--- src/rtl/arith_mmio_unit_if.sv ---
// Command/response bundle between the MMIO register router and arith_mmio_unit.
// The router drives the master side; the arithmetic unit takes the slave side.
interface arith_mmio_unit_if #(
  parameter int WIDTH = 32
);
  logic             input_valid;
  logic             input_ready;
  logic [1:0]       op;
  logic [WIDTH-1:0] x;
  logic [WIDTH-1:0] y;
  logic             acc_clear;
  logic             output_valid;
  logic             output_ready;
  logic [WIDTH-1:0] result;
  logic             flag;
  logic             busy;

  modport master (
    output input_valid, op, x, y, acc_clear, output_ready,
    input  input_ready, output_valid, result, flag, busy
  );

  modport slave (
    input  input_valid, op, x, y, acc_clear, output_ready,
    output input_ready, output_valid, result, flag, busy
  );
endinterface

--- src/rtl/arith_mmio_unit.sv ---
// Multi-op arithmetic engine (ADD/SUB/GCD/ACC) fed by a DEPTH-entry command FIFO.
// Define ARITH_MMIO_PERF_EN to add saturating perf_ops/perf_cycles counters.
module arith_mmio_unit #(
  parameter int WIDTH = 32,
  parameter int DEPTH = 4
) (
  input  logic              clock,
  input  logic              reset,
  arith_mmio_unit_if.slave  bus
`ifdef ARITH_MMIO_PERF_EN
  ,
  output logic [31:0]       perf_ops,
  output logic [31:0]       perf_cycles
`endif
);

  localparam int PTR_W = (DEPTH > 1) ? $clog2(DEPTH) : 1;
  localparam logic [PTR_W:0] FULL_CNT = (PTR_W+1)'(DEPTH);

  localparam logic [1:0] OP_ADD = 2'd0;
  localparam logic [1:0] OP_SUB = 2'd1;
  localparam logic [1:0] OP_GCD = 2'd2;
  localparam logic [1:0] OP_ACC = 2'd3;

  localparam logic [1:0] S_IDLE = 2'd0;
  localparam logic [1:0] S_EXEC = 2'd1;
  localparam logic [1:0] S_DONE = 2'd2;

  logic [1:0]       r_fifo_op [DEPTH];
  logic [WIDTH-1:0] r_fifo_x  [DEPTH];
  logic [WIDTH-1:0] r_fifo_y  [DEPTH];
  logic [PTR_W-1:0] r_wr_ptr;
  logic [PTR_W-1:0] r_rd_ptr;
  logic [PTR_W:0]   r_count;

  logic [1:0]       r_state;
  logic [WIDTH-1:0] r_result;
  logic             r_flag;
  logic [WIDTH-1:0] r_gcd_a;
  logic [WIDTH-1:0] r_gcd_b;
  logic [WIDTH-1:0] r_acc;

  logic             w_not_full;
  logic             w_not_empty;
  logic             w_push;
  logic             w_pop;
  logic             w_fire;
  logic             w_busy;
  logic [1:0]       w_head_op;
  logic [WIDTH-1:0] w_head_x;
  logic [WIDTH-1:0] w_head_y;
  logic [WIDTH:0]   w_add_sum;
  logic [WIDTH:0]   w_sub_diff;
  logic [WIDTH-1:0] w_acc_base;
  logic [WIDTH:0]   w_acc_sum;
  logic             w_a_zero;
  logic             w_b_zero;
  logic             w_a_eq_b;
  logic             w_a_gt_b;

  assign w_not_full  = (r_count != FULL_CNT);
  assign w_not_empty = (r_count != '0);
  assign w_push      = bus.input_valid && w_not_full;
  assign w_fire      = (r_state == S_DONE) && bus.output_ready;
  // The head is taken either from IDLE or in the same edge a DONE result is consumed.
  assign w_pop       = w_not_empty && ((r_state == S_IDLE) || w_fire);
  assign w_busy      = w_not_empty || (r_state != S_IDLE);

  genvar gi;
  generate
    for (gi = 0; gi < DEPTH; gi++) begin : g_entry
      always_ff @(posedge clock) begin
        if (w_push && (r_wr_ptr == PTR_W'(gi))) begin
          r_fifo_op[gi] <= bus.op;
          r_fifo_x[gi]  <= bus.x;
          r_fifo_y[gi]  <= bus.y;
        end
      end
    end
  endgenerate

  assign w_head_op = r_fifo_op[r_rd_ptr];
  assign w_head_x  = r_fifo_x[r_rd_ptr];
  assign w_head_y  = r_fifo_y[r_rd_ptr];

  always_ff @(posedge clock or negedge reset) begin
    if (!reset) begin
      r_wr_ptr <= '0;
      r_rd_ptr <= '0;
      r_count  <= '0;
    end else begin
      if (w_push) begin
        r_wr_ptr <= r_wr_ptr + PTR_W'(1);
      end
      if (w_pop) begin
        r_rd_ptr <= r_rd_ptr + PTR_W'(1);
      end
      case ({w_push, w_pop})
        2'b10:   r_count <= r_count + (PTR_W+1)'(1);
        2'b01:   r_count <= r_count - (PTR_W+1)'(1);
        default: r_count <= r_count;
      endcase
    end
  end

  assign w_add_sum  = {1'b0, w_head_x} + {1'b0, w_head_y};
  assign w_sub_diff = {1'b0, w_head_x} - {1'b0, w_head_y};
  // A clear arriving on the same edge as an ACC pop zeroes the base before the add.
  assign w_acc_base = bus.acc_clear ? '0 : r_acc;
  assign w_acc_sum  = {1'b0, w_acc_base} + {1'b0, w_head_x};

  assign w_a_zero = (r_gcd_a == '0);
  assign w_b_zero = (r_gcd_b == '0);
  assign w_a_eq_b = (r_gcd_a == r_gcd_b);
  assign w_a_gt_b = (r_gcd_a > r_gcd_b);

  always_ff @(posedge clock or negedge reset) begin
    if (!reset) begin
      r_state  <= S_IDLE;
      r_result <= '0;
      r_flag   <= 1'b0;
      r_gcd_a  <= '0;
      r_gcd_b  <= '0;
    end else if (w_pop) begin
      case (w_head_op)
        OP_ADD: begin
          r_result <= w_add_sum[WIDTH-1:0];
          r_flag   <= w_add_sum[WIDTH];
          r_state  <= S_DONE;
        end
        OP_SUB: begin
          r_result <= w_sub_diff[WIDTH-1:0];
          r_flag   <= w_sub_diff[WIDTH];
          r_state  <= S_DONE;
        end
        OP_GCD: begin
          r_gcd_a  <= w_head_x;
          r_gcd_b  <= w_head_y;
          r_flag   <= 1'b0;
          r_state  <= S_EXEC;
        end
        default: begin
          r_result <= w_acc_sum[WIDTH-1:0];
          r_flag   <= w_acc_sum[WIDTH];
          r_state  <= S_DONE;
        end
      endcase
    end else if (w_fire) begin
      r_state <= S_IDLE;
    end else if (r_state == S_EXEC) begin
      // Subtractive Euclid: one compare/subtract per cycle, zero operands end it early.
      if (w_a_zero) begin
        r_result <= r_gcd_b;
        r_state  <= S_DONE;
      end else if (w_b_zero || w_a_eq_b) begin
        r_result <= r_gcd_a;
        r_state  <= S_DONE;
      end else if (w_a_gt_b) begin
        r_gcd_a <= r_gcd_a - r_gcd_b;
      end else begin
        r_gcd_b <= r_gcd_b - r_gcd_a;
      end
    end else if ((r_state != S_IDLE) && (r_state != S_DONE)) begin
      r_state <= S_IDLE;
    end
  end

  always_ff @(posedge clock or negedge reset) begin
    if (!reset) begin
      r_acc <= '0;
    end else if (w_pop && (w_head_op == OP_ACC)) begin
      r_acc <= w_acc_sum[WIDTH-1:0];
    end else if (bus.acc_clear) begin
      r_acc <= '0;
    end
  end

  assign bus.input_ready  = w_not_full;
  assign bus.output_valid = (r_state == S_DONE);
  assign bus.result       = r_result;
  assign bus.flag         = r_flag;
  assign bus.busy         = w_busy;

`ifdef ARITH_MMIO_PERF_EN
  logic [31:0] r_perf_ops;
  logic [31:0] r_perf_cycles;

  always_ff @(posedge clock or negedge reset) begin
    if (!reset) begin
      r_perf_ops    <= '0;
      r_perf_cycles <= '0;
    end else begin
      r_perf_ops    <= (w_fire && (r_perf_ops != '1)) ? r_perf_ops + 32'd1 : r_perf_ops;
      r_perf_cycles <= (w_busy && (r_perf_cycles != '1)) ? r_perf_cycles + 32'd1 : r_perf_cycles;
    end
  end

  assign perf_ops    = r_perf_ops;
  assign perf_cycles = r_perf_cycles;
`else
  // Performance counters are not built in this configuration.
`endif

endmodule
--- src/flat_wrapper.sv ---
// flat-port wrapper written by rule: the top's interface ports become plain ports
module arith_mmio_unit_flat 
#(
  parameter int WIDTH = 32,
  parameter int DEPTH = 4
)
  (clock, reset, bus_input_valid, bus_op, bus_x, bus_y, bus_acc_clear, bus_output_ready, bus_input_ready, bus_output_valid, bus_result, bus_flag, bus_busy);
  arith_mmio_unit_if #(.WIDTH(WIDTH)) bus_i ();
  input  logic clock;
  input  logic reset;
  input wire logic [$bits(bus_i.input_valid)-1:0] bus_input_valid;
  input wire logic [$bits(bus_i.op)-1:0] bus_op;
  input wire logic [$bits(bus_i.x)-1:0] bus_x;
  input wire logic [$bits(bus_i.y)-1:0] bus_y;
  input wire logic [$bits(bus_i.acc_clear)-1:0] bus_acc_clear;
  input wire logic [$bits(bus_i.output_ready)-1:0] bus_output_ready;
  output wire logic [$bits(bus_i.input_ready)-1:0] bus_input_ready;
  output wire logic [$bits(bus_i.output_valid)-1:0] bus_output_valid;
  output wire logic [$bits(bus_i.result)-1:0] bus_result;
  output wire logic [$bits(bus_i.flag)-1:0] bus_flag;
  output wire logic [$bits(bus_i.busy)-1:0] bus_busy;
  assign bus_i.input_valid = bus_input_valid;
  assign bus_i.op = bus_op;
  assign bus_i.x = bus_x;
  assign bus_i.y = bus_y;
  assign bus_i.acc_clear = bus_acc_clear;
  assign bus_i.output_ready = bus_output_ready;
  assign bus_input_ready = bus_i.input_ready;
  assign bus_output_valid = bus_i.output_valid;
  assign bus_result = bus_i.result;
  assign bus_flag = bus_i.flag;
  assign bus_busy = bus_i.busy;
  arith_mmio_unit #(.WIDTH(WIDTH), .DEPTH(DEPTH)) u_core (.clock(clock), .reset(reset), .bus(bus_i));
endmodule
--- config.mk ---
export PLATFORM = sky130hd
export DESIGN_NAME = arith_mmio_unit_flat
export DESIGN_NICKNAME = d
export VERILOG_FILES = /design/src/rtl/arith_mmio_unit_if.sv /design/src/rtl/arith_mmio_unit.sv /design/src/flat_wrapper.sv
export SDC_FILE = /design/constraint.sdc
export NUM_CORES = 1
export LEC_CHECK = 0
export CORE_MARGIN = 1
export CORE_UTILIZATION = 50
export CTS_CLUSTER_DIAMETER = 40
export DETAILED_ROUTE_END_ITERATION = 16
export PLACE_DENSITY = 0.68
export SETUP_SLACK_MARGIN = 0.5
export SLEW_MARGIN = 30
export SYNTH_ARGS = -nofsm -noshare
export SYNTH_HDL_FRONTEND = slang
export SYNTH_SLANG_ARGS = --single-unit
--- constraint.sdc ---
create_clock -name clock -period 9.35 [get_ports clock]
set_input_delay 1.4025 -clock clock [delete_from_list [all_inputs] [get_ports clock]]
set_output_delay 1.4025 -clock clock [all_outputs]
set_load 0.005 [all_outputs]
==> flow_results.org <==
** Setup path
- Endpoint kind of the worst setup timing path :: flip-flop
- Largest driver fanout on the critical path :: 61
- STA classifies the critical path startpoint as a flip-flop.
- Kind of critical path :: reg2reg
- Crit path arrival time :: 5690 ps
- Data on the critical path is required at its endpoint by 9820 ps.

** Global route
- The via count of the first global-routing pass was 18500.
- Global routing used 28.4% of the available tracks across all layers.
- The initial antenna violation count is 0.
- Overflow after GRT :: 0
- Maximum number of pins on one net before global-route repair :: 87
- The first global-routing pass estimated 110000 µm of wire.

** Synthesis
- Combinational family with the most area after synthesis :: compound AO/OA/AOI/OAI gates
- Seq cells post-synth :: 402
- A synthesized cell averages 10.4 µm².
- In this run, distinct cell masters in the synthesized netlist total 83.
- Area share of and/or/nand/nor cells after synthesis :: 11.4%
- Proportion of register bits with asynchronous set or reset after synthesis :: 34.3%
- Adder-cell area share of the yosys netlist :: 8.73%
- Yosys mapped a number of flops with a built-in enable equal to 264.
- Of the synthesized area, sequential elements account for 45.5%.
- Share of the synthesized area in the top cell type :: 31.7%
- Cell type with the highest aggregate area in the netlist :: sky130_fd_sc_hd__edfxtp_1
- Share of the synthesized netlist area taken by xor and xnor gates :: 3.92%
- YS warnings :: 0
- By area the synthesized netlist is led by sky130_fd_sc_hd__edfxtp_1, sky130_fd_sc_hd__dfrtp_1, sky130_fd_sc_hd__ha_1.
- The number of nets in the synthesized netlist is 2641.
- By count the netlist is led by sky130_fd_sc_hd__edfxtp_1, sky130_fd_sc_hd__a21oi_1, sky130_fd_sc_hd__nand2_1, sky130_fd_sc_hd__ha_1, sky130_fd_sc_hd__o21ai_0.
- sky130_fd_sc_hd__edfxtp_1 is the most common cell in the netlist.
- Compound-gate portion of the synthesized area :: 18.4%
- Among all flip-flop cells after synthesis, the most frequent one is sky130_fd_sc_hd__edfxtp_1.
- The mapped netlist covers 0.0250 mm².
- Measured against the total synthesized area, the mux share comes to 7.26%.
- Syn Inst Count :: 2399

** Placement
- Once detailed placement completed, the half-perimeter wirelength came to 51900 µm.
- The count of buffers added on input and output ports is 106.
- Weighted congestion reported at the end of routability-driven placement :: 0.936

** Timing
- At the pin with the least slew margin, the transition time is 1010 ps.
- Period Utilization, post-route :: 55.8%
- The final hold violation count came to 0.
- Max Clock Freq :: 0.192 GHz
- The worst pin sits at a relative slew slack of 32.3%.
- Post-layout min period :: 5220 ps
- Setup violations remaining at the end of the flow were counted as 0.
- Number of max-slew violations in the final report :: 0
- The clock arrives with 12.7 ps of skew.
- In the final timing run, aggregate negative setup slack is 0 ps.
- Unrepaired setup endpoints after global routing :: false

** Finish
- The repair_antennas step left the layout with diodes totalling 0.
- Fin nets :: 2696
- Share of final-layout standard cells stronger than drive strength 1 :: 9.33%
- At the end of the flow the core is filled with cells to 57.7%.
- Syn-to-layout area delta :: 13.4%

** Clock network
- Counting the buffers created by CTS gives 55.
- TritonCTS built the clock tree.
- Hold buffers post-CTS :: 0
- PostCTS Resize Cnt :: 0
- Clock sink count :: 402
- CTS built an H-tree with a depth of 2.
- Clock latency on the worst-skew pair :: 590 ps
- Max Root-Sink Buffers :: 3
- Once the clock tree was built, the setup fixing pass inserted 0 buffers.
- Clock tree root buffer cell :: sky130_fd_sc_hd__clkbuf_16
- Clock-pin slew on the worst setup and hold paths :: 60 ps

** Detailed routing
- The detailed router finished its first iteration with 2048 violations.
- The routed design has 71700 µm of wire.
- The pre-antenna-repair detailed-routing pass consisted of 6 iterations.
- Total vias in the final route :: 19400
- Once detail routing completed, the nets flagged for antenna violations numbered 0.
- Dividing the detail-routed wire length by the instance count gives 22.7 µm.
- Remaining design rule violation count :: 0
- Dividing the detail-routed via count by the number of cells gives 6.12.

** Die
- Starting density of the core :: 50.9%
- Core Box Area :: 0.0492 mm²
- Floorplan die width :: 226 µm
- 107 I/O pins were placed.
- The die covers 0.0509 mm².
- Measured along the y axis, the die boundary spans 226 µm.
- The floorplan has 81 rows.

** Hold path
- The worst hold path belongs to the class reg2reg.

** Flow run
- Max-cap violations in this run came to 0.

** Outcome
- Outcome :: completed
[sequential cells by signal, summed over array words and instances (netlist names)]
| name | count |
|---|---|
| u_core.r_rd_ptr | 2 |
| u_core.r_fifo_y | 128 |
| u_core.r_gcd_b | 32 |
| u_core.bus.result | 32 |
| u_core.r_state | 2 |
| u_core.r_fifo_op | 8 |
| u_core.r_gcd_a | 32 |
| u_core.r_wr_ptr | 2 |
| u_core.r_fifo_x | 128 |
| u_core.r_count | 3 |
| u_core.bus.flag | 1 |
| u_core.r_acc | 32 |
[routing by layer]
metal / up-vias / routed length (µm) / global-route usage (%)
met1: 9481 / 33000 / 43.6
met5: - / 0 / 0
met2: 794 / 31000 / 41.4
li1: 8979 / - / -
met4: 0 / 2080 / 9.50
met3: 100 / 5660 / 3.56
[cells in the final DEF, fill, tap and decap left out, types with 25 or more instances in the layout]
master,n
sky130_fd_sc_hd__edfxtp_1,264
sky130_fd_sc_hd__a21oi_1,219
sky130_fd_sc_hd__nand2_1,190
sky130_fd_sc_hd__ha_1,165
sky130_fd_sc_hd__o21ai_0,162
sky130_fd_sc_hd__inv_1,160
sky130_fd_sc_hd__nor2_1,146
sky130_fd_sc_hd__dfrtp_1,136
sky130_fd_sc_hd__clkdlybuf4s50_1,105
sky130_fd_sc_hd__xnor2_1,72
sky130_fd_sc_hd__a21o_1,67
sky130_fd_sc_hd__mux4_2,64
sky130_fd_sc_hd__a211oi_1,58
sky130_fd_sc_hd__nor2b_1,55
sky130_fd_sc_hd__clkbuf_16,55
sky130_fd_sc_hd__xor2_1,40
sky130_fd_sc_hd__nor3_1,33
sky130_fd_sc_hd__a31oi_1,33
sky130_fd_sc_hd__o21bai_1,31
sky130_fd_sc_hd__nand3_1,30
sky130_fd_sc_hd__nor4_1,26
sky130_fd_sc_hd__nand4_1,25
[final timing paths]
| path | startpoint | to | slack (ps) | cells past startpoint |
|---|---|---|---|---|
| setup / recovery | u_core.r_rd_ptr[1] | u_core.bus.result[25] | 4130 | 13 |
| hold / removal | u_core.bus.result[4] | u_core.bus.result[4] | 470 | 1 |
| setup reg to reg | u_core.r_rd_ptr[1] | u_core.bus.result[25] | 4130 | 13 |
| hold reg to reg | u_core.bus.result[4] | u_core.bus.result[4] | 470 | 1 |
| max in group asynchronous | reset | u_core.r_gcd_a[22] | 7050 | 2 |
| min in group asynchronous | reset | u_core.r_gcd_a[29] | 860 | 1 |
[per-stage QoR]
| step | area [µm²] | hold WS (ps) | cells | worst slack [ps] |
|---|---|---|---|---|
| 4_1_cts | 28300 | 480 | 3159 | 4100 |
| 2_1_floorplan | 25000 | 464 | 2399 | 4450 |
| 3_5_place_dp | 26500 | 470 | 3060 | 3680 |
| 6_report | 28400 | 473 | 3160 | 4130 |
| 3_3_place_gp | 26500 | 461 | 3060 | 3700 |
| 5_1_grt | 28400 | 500 | 3160 | 3800 |
[worst max-delay path: stages, from the launching register on]
cell and delay [ps]:
sky130_fd_sc_hd__dfrtp_2 550, sky130_fd_sc_hd__buf_4 730, sky130_fd_sc_hd__mux4_2 540, sky130_fd_sc_hd__ha_1 410, sky130_fd_sc_hd__a2111oi_0 380, sky130_fd_sc_hd__o21ai_0 160
sky130_fd_sc_hd__or3b_2 290, sky130_fd_sc_hd__o21ai_0 190, sky130_fd_sc_hd__o41ai_1 760, sky130_fd_sc_hd__nor2_1 180, sky130_fd_sc_hd__a311o_1 410, sky130_fd_sc_hd__xnor2_1 190
sky130_fd_sc_hd__o221ai_1 130, sky130_fd_sc_hd__o22a_1 180
[kinds of logic (layout without fill, tap and decap cells)]
family                   count (synthesis)  after routing
AO/OA/AOI/OAI                          726            726
AND/OR/NAND/NOR                        595            595
flip-flops                             402            402
buffers and inverters                  294            391
adder cells (fa/ha/maj)                171            171
XOR/XNOR                               112            112
multiplexers                            99             99
[layout make-up]
cell class	count	area, µm²
multi-input combinational	1703	12500
inverter	162	611
tap	664	831
clock inverter	26	268
timing repair buffer	130	1270
fill	4209	20800
sequential	402	11400
clock buffer	73	1540
Power is left out: the tool's default activity adds up to more than one toggle a clock period on the data nets, which glitch-free logic cannot reach.
